`src/rtl/mod_cntr_pkg.sv`:
```
// Shared constants for the modulus counter family: direction and mode
// encodings plus default parameter values.
package mod_cntr_pkg;

   // Direction encodings for the dir input
   localparam logic DIR_UP   = 1'b1;
   localparam logic DIR_DOWN = 1'b0;

   // Mode encodings for the oneshot input
   localparam logic MODE_PERIODIC = 1'b0;
   localparam logic MODE_ONESHOT  = 1'b1;

   // Default widths
   localparam int WIDTH_DEF   = 8;
   localparam int PRESC_W_DEF = 4;

endpackage : mod_cntr_pkg

```
`src/rtl/mod_cntr_gen_if.sv`:
```
// Control/status bundle of mod_cntr_gen. The master drives the level
// controls; the slave (the counter) returns cnt/tc/done.
// There is no handshake: every control is a plain level that is sampled
// on each rising clock edge, and the outputs are registered.
// Optional feature macro: MOD_CNTR_PRESCALE_EN adds the presc field.
interface mod_cntr_gen_if
   import mod_cntr_pkg::*;
#(
   parameter int WIDTH = WIDTH_DEF
`ifdef MOD_CNTR_PRESCALE_EN
   ,parameter int PRESC_W = PRESC_W_DEF
`endif
);

   logic             en;
   logic             clr;
   logic             load;
   logic [WIDTH-1:0] load_val;
   logic [WIDTH-1:0] modulus;
   logic             dir;
   logic             oneshot;
`ifdef MOD_CNTR_PRESCALE_EN
   logic [PRESC_W-1:0] presc;
`endif
   logic [WIDTH-1:0] cnt;
   logic             tc;
   logic             done;

   modport master (
      output en, clr, load, load_val, modulus, dir, oneshot,
`ifdef MOD_CNTR_PRESCALE_EN
      output presc,
`endif
      input  cnt, tc, done
   );

   modport slave (
      input  en, clr, load, load_val, modulus, dir, oneshot,
`ifdef MOD_CNTR_PRESCALE_EN
      input  presc,
`endif
      output cnt, tc, done
   );

endinterface : mod_cntr_gen_if

```
`src/rtl/cntr_prescaler.sv`:
```
// Enable prescaler for mod_cntr_gen: counts en cycles 0..presc and emits
// tick on the en cycle where the count has reached presc.
// Only built when MOD_CNTR_PRESCALE_EN is defined.
`ifdef MOD_CNTR_PRESCALE_EN
module cntr_prescaler
   import mod_cntr_pkg::*;
#(
   parameter int PRESC_W = PRESC_W_DEF
) (
   input  logic               clk,
   input  logic               rstn,
   input  logic               en,
   input  logic               sclr,
   input  logic [PRESC_W-1:0] presc,
   output logic               tick
);

   localparam logic [PRESC_W-1:0] P_ONE = PRESC_W'(1);

   logic [PRESC_W-1:0] pcnt_q, pcnt_d;
   logic               wrap;

   // Next prescaler count: clear dominates, hold while en is low, and a
   // count at or beyond presc (presc lowered at runtime) wraps to zero.
   always_comb begin
      wrap   = (pcnt_q >= presc);
      pcnt_d = pcnt_q;
      if (sclr) begin
         pcnt_d = '0;
      end else if (en) begin
         pcnt_d = wrap ? '0 : (pcnt_q + P_ONE);
      end
   end

   assign tick = en & wrap;

   // Prescaler count register
   always_ff @(posedge clk or negedge rstn) begin
      if (!rstn) begin
         pcnt_q <= '0;
      end else begin
         pcnt_q <= pcnt_d;
      end
   end

endmodule : cntr_prescaler
`endif

```
`src/rtl/mod_cntr_gen.sv`:
```
// Runtime-programmable modulus counter: up/down, periodic or one-shot,
// synchronous clear/load, registered terminal-count pulse and done level.
// Optional feature macro: MOD_CNTR_PRESCALE_EN inserts cntr_prescaler so
// that steps happen only every presc+1 enabled cycles.
module mod_cntr_gen
   import mod_cntr_pkg::*;
#(
   parameter int WIDTH = WIDTH_DEF
`ifdef MOD_CNTR_PRESCALE_EN
   ,parameter int PRESC_W = PRESC_W_DEF
`endif
) (
   input  logic           clk,
   input  logic           rstn,
   mod_cntr_gen_if.slave  bus
);

   localparam logic [WIDTH-1:0] ONE = WIDTH'(1);

   logic [WIDTH-1:0] cnt_q, cnt_d;
   logic             tc_q, tc_d;
   logic             done_q, done_d;
   logic             tick;
   logic [WIDTH:0]   step_r;

   // Result of one step as {terminal, next_count}. cnt >= M counts as
   // terminal going up, so lowering M below cnt ends the cycle at once.
   function automatic logic [WIDTH:0] step_next(
      input logic [WIDTH-1:0] c,
      input logic [WIDTH-1:0] m,
      input logic             d,
      input logic             os
   );
      logic [WIDTH-1:0] nxt;
      logic             term;
      nxt  = c;
      term = 1'b0;
      case (d)
         DIR_UP: begin
            if (c < m) begin
               nxt = c + ONE;
            end else begin
               term = 1'b1;
               nxt  = (os == MODE_PERIODIC) ? '0 : c;
            end
         end
         DIR_DOWN: begin
            if (c != '0) begin
               nxt = c - ONE;
            end else begin
               term = 1'b1;
               nxt  = (os == MODE_PERIODIC) ? m : c;
            end
         end
      endcase
      return {term, nxt};
   endfunction

`ifdef MOD_CNTR_PRESCALE_EN
   cntr_prescaler #(
      .PRESC_W (PRESC_W)
   ) u_presc (
      .clk   (clk),
      .rstn  (rstn),
      .en    (bus.en),
      .sclr  (bus.clr | bus.load),
      .presc (bus.presc),
      .tick  (tick)
   );
`else
   assign tick = bus.en;
`endif

   // Next-state for count/tc/done with priority clr > load > step > hold
   always_comb begin
      step_r = step_next(cnt_q, bus.modulus, bus.dir, bus.oneshot);
      cnt_d  = cnt_q;
      tc_d   = 1'b0;
      done_d = done_q;
      if (bus.clr) begin
         cnt_d  = '0;
         done_d = 1'b0;
      end else if (bus.load) begin
         cnt_d  = bus.load_val;
         done_d = 1'b0;
      end else if (tick && !done_q) begin
         cnt_d = step_r[WIDTH-1:0];
         tc_d  = step_r[WIDTH];
         if (step_r[WIDTH] && (bus.oneshot == MODE_ONESHOT)) begin
            done_d = 1'b1;
         end
      end
   end

   // Counter state registers, asynchronously cleared
   always_ff @(posedge clk or negedge rstn) begin
      if (!rstn) begin
         cnt_q  <= '0;
         tc_q   <= 1'b0;
         done_q <= 1'b0;
      end else begin
         cnt_q  <= cnt_d;
         tc_q   <= tc_d;
         done_q <= done_d;
      end
   end

   assign bus.cnt  = cnt_q;
   assign bus.tc   = tc_q;
   assign bus.done = done_q;

endmodule : mod_cntr_gen

```
`src/flat_wrapper.sv`:
```
// flat-port wrapper written by rule: the top's interface ports become plain ports
module mod_cntr_gen_flat import mod_cntr_pkg::*;
#(
   parameter int WIDTH = WIDTH_DEF

)
  (clk, rstn, bus_en, bus_clr, bus_load, bus_load_val, bus_modulus, bus_dir, bus_oneshot, bus_cnt, bus_tc, bus_done);
  mod_cntr_gen_if #(.WIDTH(WIDTH)) bus_i ();
  input  logic clk;
  input  logic rstn;
  input wire logic [$bits(bus_i.en)-1:0] bus_en;
  input wire logic [$bits(bus_i.clr)-1:0] bus_clr;
  input wire logic [$bits(bus_i.load)-1:0] bus_load;
  input wire logic [$bits(bus_i.load_val)-1:0] bus_load_val;
  input wire logic [$bits(bus_i.modulus)-1:0] bus_modulus;
  input wire logic [$bits(bus_i.dir)-1:0] bus_dir;
  input wire logic [$bits(bus_i.oneshot)-1:0] bus_oneshot;
  output wire logic [$bits(bus_i.cnt)-1:0] bus_cnt;
  output wire logic [$bits(bus_i.tc)-1:0] bus_tc;
  output wire logic [$bits(bus_i.done)-1:0] bus_done;
  assign bus_i.en = bus_en;
  assign bus_i.clr = bus_clr;
  assign bus_i.load = bus_load;
  assign bus_i.load_val = bus_load_val;
  assign bus_i.modulus = bus_modulus;
  assign bus_i.dir = bus_dir;
  assign bus_i.oneshot = bus_oneshot;
  assign bus_cnt = bus_i.cnt;
  assign bus_tc = bus_i.tc;
  assign bus_done = bus_i.done;
  mod_cntr_gen #(.WIDTH(WIDTH)) u_core (.clk(clk), .rstn(rstn), .bus(bus_i));
endmodule
```
`config.mk`:
```
export PLATFORM = sky130hd
export DESIGN_NAME = mod_cntr_gen_flat
export DESIGN_NICKNAME = d
export VERILOG_FILES = /design/src/rtl/mod_cntr_pkg.sv /design/src/rtl/mod_cntr_gen_if.sv /design/src/rtl/cntr_prescaler.sv /design/src/rtl/mod_cntr_gen.sv /design/src/flat_wrapper.sv
export SDC_FILE = /design/constraint.sdc
export NUM_CORES = 1
export LEC_CHECK = 0
export BUFFER_PORTS_ARGS = -buffer_cell sky130_fd_sc_hd__buf_2
export CAP_MARGIN = 20
export CELL_PAD_IN_SITES_DETAIL_PLACEMENT = 0
export CELL_PAD_IN_SITES_GLOBAL_PLACEMENT = 2
export CORE_MARGIN = 8
export CORE_UTILIZATION = 27
export DETAILED_ROUTE_END_ITERATION = 10
export PLACE_DENSITY_LB_ADDON = 0.15
export SYNTH_ARGS = -nofsm -noshare
export SYNTH_HDL_FRONTEND = slang
export SYNTH_SLANG_ARGS = --single-unit
export TNS_END_PERCENT = 50
```
`constraint.sdc`:
```
create_clock -name clk -period 2 [get_ports clk]
set_input_delay 0.1 -clock clk [delete_from_list [all_inputs] [get_ports clk]]
set_output_delay 0.1 -clock clk [all_outputs]
set_load 0.005 [all_outputs]
```
Word-level counts from Yosys, hierarchy flattened
Index checks and enable logic that the tools add are counted.
- bits in registers: 10
- latch bits: 0
- bits in writable memories: 0
- memory bits (read-only): 0
- input port bits: 23
- output and inout bits: 10
- logic and storage cells: 35
- memories: 0
- $add $sub $neg: 2
- multipliers: 0
- div/mod/pow operators: 0
- order comparisons: 1
- equality and inequality tests: 2
- shift-type cells: 0
- muxes and demuxes: 18
- bitwise logic cells: 1
- reductions and logical operators: 8
- operators by type and width (cell ; number):
    $mux W8 ; 7
    $pmux W8 S2 ; 1
    $ne A5 B4 Y1 const B ; 2
    $mux W1 ; 9
    $add A8 B1 Y8 const B ; 1
    $lt A8 B8 Y1 ; 1
    $reduce_bool A8 Y1 ; 1
    $sub A8 B1 Y8 const B ; 1
    $reduce_bool A3 Y1 ; 2
    $reduce_and A3 Y1 ; 1
    $logic_and A1 B1 Y1 ; 2
    $pmux W1 S2 ; 1
    $reduce_and A2 Y1 ; 1
    $logic_not A1 Y1 ; 1
    $not A1 Y1 ; 1

Depth between registers and ports, before layout
Gate-level depths: netlist of the first run.
- depth after elaboration: 8
- gate-level depth with buffers: 8

Worst setup path after synthesis of the first run
No wires, ideal clock.
- kind: register to register
- start: reg u_core.cnt_q[0], in the netlist u_core.bus.cnt[0]
- end: reg u_core.cnt_q[2], in the netlist u_core.bus.cnt[2]
- library setup time: 122 ps
- data arrival time: 1956 ps
- data required time: 1878 ps
- path slack: -77 ps
- stages on the path, launching flop included: 8
- path buffers: 0
- clock period less this slack: 2077 ps
- cells stage by stage: dfrtp_1 > inv_1 > ha_1 > or4b_4 > nor2_8 > o211ai_4 > o21a_4 > a32o_1
- cells in the longest elaborated chain, start to end: 6
- ends and longest elaborated chain (element ; RTL line ; RTL):
    from (decl) ; mod_cntr_gen.sv:20 ; logic [WIDTH-1:0] cnt_q, cnt_d;
    from (signal assigned) ; mod_cntr_gen.sv:102 ; cnt_q <= cnt_d;
    $sub A8 B1 Y8, or another cell as far along ; mod_cntr_gen.sv:49 ; nxt = c - ONE;
    $mux W8, on equally long branches ; mod_cntr_gen.sv:48, mod_cntr_gen.sv:40 ;
    $pmux W8 S2 ; mod_cntr_gen.sv:38 ; case (d)
    $mux W8 ; mod_cntr_gen.sv:86 ; end else if (tick && !done_q) begin
    $mux W8 ; mod_cntr_gen.sv:83 ; end else if (bus.load) begin
    $mux W8 ; mod_cntr_gen.sv:80 ; if (bus.clr) begin
Parallel ways exist; a longest one is shown, timed or not. The select of a mux whose other input is x is not followed.
A chain may end at the register's enable or synchronous reset.

Worst setup path in the final report of the first run
- start: reg u_core.cnt_q[1], in the netlist u_core.bus.cnt[1]
- end: reg u_core.cnt_q[2], in the netlist u_core.bus.cnt[2]
Same word-level chain as after synthesis.

==> results of run 1 <==
[path summary, 6_finish.rpt]
kind	cells after the start	endpoint	slack [ns]
worst min-delay path	3	u_core.bus.tc	0.13
worst max register to register	7	u_core.bus.cnt[2]	-0.05
worst min register to register	1	u_core.bus.done	0.54
min in group asynchronous	2	u_core.bus.cnt[0]	0.28
max in group asynchronous	2	u_core.bus.cnt[5]	1.50
worst max-delay path	7	u_core.bus.cnt[2]	-0.05
[cell type report]
| type | instances | share of cell area, % |
|---|---|---|
| multi-input combinational | 107 | 52.7 |
| tap | 52 | 3.58 |
| inverter | 17 | 3.51 |
| sequential | 10 | 14.0 |
| clock buffer | 4 | 3.03 |
| timing repair buffer | 62 | 23.2 |
[critical path, cell delays in order (launching register included)]
cell and delay, ns:
dfrtp_2 0.40, inv_2 0.08, ha_4 0.13, or4b_4 0.52, o21ai_1 0.14, o21ai_1 0.11, a221o_1 0.33, a32o_1 0.22
[power breakdown]
group	internal [mW]	switching, mW	leakage (nW)
registers	0.226	0.0314	0.128
logic	0.330	0.332	0.693
clock network	0.174	0.0853	0.0288
total	0.729	0.449	0.849
[what timing repair did]
action,in CTS,in global routing
gates cloned,0,1
hold endpoints to repair,10,0
hold buffers,1,0
endpoints found under the setup margin,8,8
pin swaps,5,6
resized for setup,8,14
setup buffers,2,5
[state kept, by name, indices dropped and copies added, names as in the netlist]
signal	flops
u_core.bus.done	1
u_core.bus.tc	1
u_core.bus.cnt	8
[cell usage after synthesis (3+ instances only)]
cell        n
xnor2_1     4
a21o_1      3
nor2_1      7
dfrtp_1    10
o21ai_1     5
nand2b_1    4
a221oi_1    6
o22ai_1     4
xor2_1      3
o2111ai_1   4
inv_1      16
ha_1       10
nand2_1     4
o211ai_1    3
nand3_1     3
nor3_1      6
buf_2       5
a211oi_1    4
o21ai_0     4
[per-layer routing]
layer,up-vias,share of wire (%),routed length (um)
met2,39,49,2130
li1,659,-,-
met5,-,0,0
met1,638,46,2030
met3,2,4.7,207
met4,0,0.48,21
[kinds of logic (layout without fill, tap and decap cells)]
family                   Yosys count  after routing
AO/OA/AOI/OAI                     53             53
AND/OR/NAND/NOR                   35             35
XOR/XNOR                           7              7
flip-flops                        10             10
buffers and inverters             25             83
adder cells (fa/ha/maj)           10             10
multiplexers                       2              2
[stage by stage]
step / total power [mW] / util [%] / cells / instance area [um^2]
final: 1.18 / 41.7 / 252 / 1820
after global routing: 1.27 / 41.7 / 252 / 1820
after CTS: 1.11 / 38.7 / 246 / 1690
after detailed placement: 0.812 / 36.1 / 239 / 1570
after global placement: 0.812 / 36.1 / 239 / 1570
after floorplan: 0.589 / - / 142 / 1220
==> reports/summary.txt, run 1 <==
initial antenna violation count -> 0
number of synthesized flops with an enable pin -> 0
Rows -> 24
die height -> 83.1 um
Routed Antenna Nets -> 0
Critical Path Source Type -> register
synth unique cells -> 48
Final #Nets -> 234
Clk pin slew, worst setup/hold paths -> 0.05 ns
CP Data Arrival Time -> 2.18 ns
sequential standard cell area -> 254 um^2
crit-path max FO -> 4
multi-input logic area -> 957 um^2
post-synthesis adder-cell area fraction -> 10.3%
drt pass-1 iters -> 4
Synth-to-Final Area Change -> 49.4%
vias -> 1338
Mapped Avg Cell Area -> 8.56 um^2
Pleak -> 0.849 nW
grt ovf -> 0
routing usage on met1 -> 16.0%
Port-buffer cells -> 32
routing usage on met2 -> 20.6%
simple-gate portion of the synthesized area -> 18.8%
htree depth -> 1
first-pass GRT wire length -> 7270 um
count of pins over their slew limit -> 0
post-synthesis sequential area ratio -> 20.6%
Fillers -> 457
period utilization -> 103%
synthesized net count -> 175
global route hottest layer -> met2
failing checks -> negative setup slack
Achievable Freq -> 0.487 GHz
mux share of post-synthesis cell area -> 1.65%
RSZ-0062 raised after global routing -> yes
cells after synthesis -> 142
dpl ws -> -0.269 ns
deepest clock path buffer count -> 2
synth top area cells -> dfrtp_1 21%, ha_1 10%, inv_1 4.9%
grt met3 use -> 2.15%
power density cells -> 648 nW/um^2
hold_sp -> bus_en
Worst VDD drop -> 0.000251 V
FF-to-FF Start -> u_core.bus.cnt[1]
largest family of logic cells by synthesized area -> compound AO/OA/AOI/OAI gates
drc violations -> 0
Final Hold Fails -> 0
largest net degree at the start of global routing -> 20
Compound-Gate Fraction of Synth Area -> 34.8%
IO Pins -> 33
fraction of layout cells with a size suffix above 1 -> 45.0%
die width -> 83.1 um
commonest non-fill, non-tap cell in the layout -> buf_2
ys flop type -> dfrtp_1
outcome -> finished, violations left
Max Cap Violations -> 0
worst setup path class -> register to register
Final WS setup -> -0.0529 ns
top cell type by total area after synthesis -> dfrtp_1
Synth Cell Area -> 1220 um^2
Worst slew margin -> 59.9%
Hold/Removal Path Class -> input port to register
Synth warnings -> 0
DR vias/cell -> 5.31
GPL Wtd Cong -> 0.849
Num Clock Sinks -> 10
Worst-Margin Slew -> 0.598 ns
Setup crit start -> u_core.bus.cnt[1]
DR WL/cell -> 17.4 um
commonest cells after routing, fill and taps aside -> 32 x buf_2, 26 x buf_4, 14 x inv_1
Finish-stage setup viols -> 3
initial core utilization -> 27.9%
min Tclk post-route -> 2.05 ns
dpl hpwl -> 3460 um
CTS root buf -> clkbuf_8
CTS tree -> done
Core Region -> 4350 um^2
diodes inserted -> 0
CP Data Required Time -> 2.12 ns
Post-synth ARST share -> 100%
post-synth top area share -> 20.6%
Die ar. -> 6910 um^2
total routed wirelength -> 4390 um
FF+latch count, synth -> 10
vias in the first global route -> 1432
TritonCTS buffer count -> 3
DR iter-0 viols -> 119
clk_skew -> 0.00115 ns
Fin Hold WS -> 0.133 ns
crit end category -> register
setup_tns -> -0.102 ns
Worst-Skew Late Latency -> 0.24 ns
Total Routing Usage GR -> 12.4%
Post-Synth XOR/XNOR Area -> 5.04%
Note: power is estimated with default switching activity, not from simulation.
==> run 2: changes to the inputs <==
--- a/config.mk
+++ b/config.mk
@@ -13,6 +13,7 @@
 export CORE_UTILIZATION = 27
 export DETAILED_ROUTE_END_ITERATION = 10
 export PLACE_DENSITY_LB_ADDON = 0.15
+export SETUP_SLACK_MARGIN = 0.5
 export SYNTH_ARGS = -nofsm -noshare
 export SYNTH_HDL_FRONTEND = slang
 export SYNTH_SLANG_ARGS = --single-unit
==> run 2 against run 1 <==
Effect of this change:
- the run still ends with negative setup slack left
- core utilization decreased by 0.75 points
- clock-buffer cell count stayed put
- critical path depth did not move
- largest cell class unchanged
- via count up 2.0%
- first-iteration DRC count decreased by 23%
- sequential cell count unchanged
- routed wire length rose by 4.6%
- sequential share of layout area rose by 0.25 points
==> reports/summary.txt, run 2 (synthesized netlist as in run 1, its figures left out) <==
outcome -> finished, violations left
failing checks -> negative setup slack
CP peak stage delay -> 0.52 ns
drc violations -> 0
vias -> 1365
Final Instance Area -> 1780 um^2
R2R Setup Slk -> -0.07 ns
die height -> 83.1 um
commonest cells after routing, fill and taps aside -> 32 x buf_2, 31 x buf_4, 14 x inv_1
Final WS setup -> -0.0690 ns
hold depth -> 3
RSZ-0062 raised after global routing -> yes
Critical Path Source Type -> register
Core Region -> 4350 um^2
IO Pins -> 33
crit end category -> register
Final #Nets -> 238
min Tclk post-route -> 2.07 ns
Rows -> 24
Most common cell on crit path -> o21ai_2
total routed wirelength -> 4590 um
total net switching power -> 0.460 mW
Worst-Skew Late Latency -> 0.24 ns
Clock Power Share -> 19.6%
diodes inserted -> 0
Worst-Margin Slew -> 0.688 ns
DR vias/cell -> 5.33
Max Cap Violations -> 0
Post-DP Area -> 1630 um^2
placed insts -> 247
htree depth -> 1
CTS tree -> done
hold_sp -> bus_en
Worst VDD drop -> 0.000226 V
Worst slew margin -> 53.8%
Die ar. -> 6910 um^2
FF-to-FF Start -> u_core.bus.cnt[1]
die width -> 83.1 um
power density cells -> 647 nW/um^2
fin cells -> 256
commonest non-fill, non-tap cell in the layout -> buf_2
count of pins over their slew limit -> 0
Port-buffer cells -> 32
Pwr Total -> 1.16 mW
fraction of layout cells with a size suffix above 1 -> 45.1%
Routed Antenna Nets -> 0
Setup crit start -> u_core.bus.cnt[1]
crit path max-delay cell type -> or4b_4
grt ovf -> 0
GPL Wtd Cong -> 0.859
delay-heaviest family, CP -> compound AO/OA/AOI/OAI gates
worst setup path class -> register to register
DR iter-0 viols -> 92
Pleak -> 0.856 nW
Synth-to-Final Area Change -> 46.7%
largest net degree at the start of global routing -> 20
deepest clock path buffer count -> 2
Hold/Removal Path Class -> input port to register
CP Data Arrival Time -> 2.19 ns
Int Power -> 0.695 mW
combinational share of power -> 58.6%
DR WL/cell -> 17.9 um
CP Data Required Time -> 2.13 ns
TritonCTS buffer count -> 3
vias in the first global route -> 1520
Flop pwr share -> 21.7%
Clk pin slew, worst setup/hold paths -> 0.05 ns
worst-path cell chain -> inv_2 -> ha_4 -> or4b_4 -> o21ai_2 -> o21ai_2 -> a221o_1 -> a32o_1
Finish-stage setup viols -> 2
sw frac -> 39.8%
clk_skew -> 0.000517 ns
FF-to-FF path depth -> 7
first-pass GRT wire length -> 7670 um
Total Routing Usage GR -> 13.1%
initial core utilization -> 27.9%
FF-to-FF End -> u_core.bus.cnt[2]
Achievable Freq -> 0.483 GHz
Num Clock Sinks -> 10
CP bufs+invs -> 1
crit-path max FO -> 4
period utilization -> 103%
Final Hold Fails -> 0
max reg flops -> 8
initial antenna violation count -> 0
CTS root buf -> clkbuf_8
dpl hpwl -> 3550 um
Worst Hold Endpoint -> u_core.bus.tc
drt pass-1 iters -> 4
==> run 2: final cells by class <==
type                       instances  area (um^2)
timing repair buffer              66          425
inverter                          17         63.8
fill                             452         2570
sequential                        10          254
clock buffer                       4         45.0
multi-input combinational        107          931
tap                               52         65.1
==> run 2: power groups by stage <==
| stage | clock network, mW | logic (mW) | registers [mW] |
|---|---|---|---|
| after floorplan | 0 | 0.339 | 0.259 |
| after global placement | 0 | 0.596 | 0.253 |
| after detailed placement | 0 | 0.601 | 0.253 |
| after CTS | 0.230 | 0.645 | 0.249 |
| after global routing | 0.236 | 0.733 | 0.254 |
| final | 0.227 | 0.677 | 0.251 |
==> run 2: repair_timing <==
action                                  in CTS  in global routing
endpoints found under the hold margin       10                  0
endpoints found under the setup margin      10                 10
setup buffers                                2                  2
hold buffers                                 1                  0
cloned                                       0                  0
resized for setup                           13                  5
pin swaps                                    6                  1
==> run 2: routing by layer <==
metal  up-vias  GRT usage, %  share of wire [%]
met5         -             0                  0
met1       658          16.8                 47
met2        31          21.1                 48
met3         6          2.64                3.7
met4         0          4.15               0.92
li1        670             -                  -
==> run 2: worst max-delay path by stage <==
stage | endpoint | slack, ns | cells past startpoint
finish | u_core.bus.cnt[2] | -0.07 | 7
global route | u_core.bus.cnt[4] | -0.16 | 9
CTS | u_core.bus.cnt[6] | -0.04 | 7
detailed placement | u_core.bus.cnt[6] | -0.05 | 8
global placement | u_core.bus.cnt[3] | -0.03 | 6
floorplan | u_core.bus.cnt[2] | -0.03 | 7
==> run 2: through the flow <==
stage | hold slack (ns) | setup slack [ns] | util, % | setup TNS [ns]
2_1_floorplan | -0.196 | -0.0269 | - | -0.0269
3_3_place_gp | -0.0124 | -0.0333 | 37.3 | -0.110
3_5_place_dp | -0.00893 | -0.0509 | 37.3 | -0.190
4_1_cts | 0.139 | -0.0443 | 40.2 | -0.0772
5_1_grt | 0.161 | -0.157 | 41.0 | -0.625
6_report | 0.135 | -0.0690 | 41.0 | -0.114
==> run 2: worst register-to-register path: stages, from the launching register on <==
cell	delay, ns
dfrtp_2	0.42
inv_2	0.09
ha_4	0.13
or4b_4	0.52
o21ai_2	0.16
o21ai_2	0.08
a221o_1	0.30
a32o_1	0.25
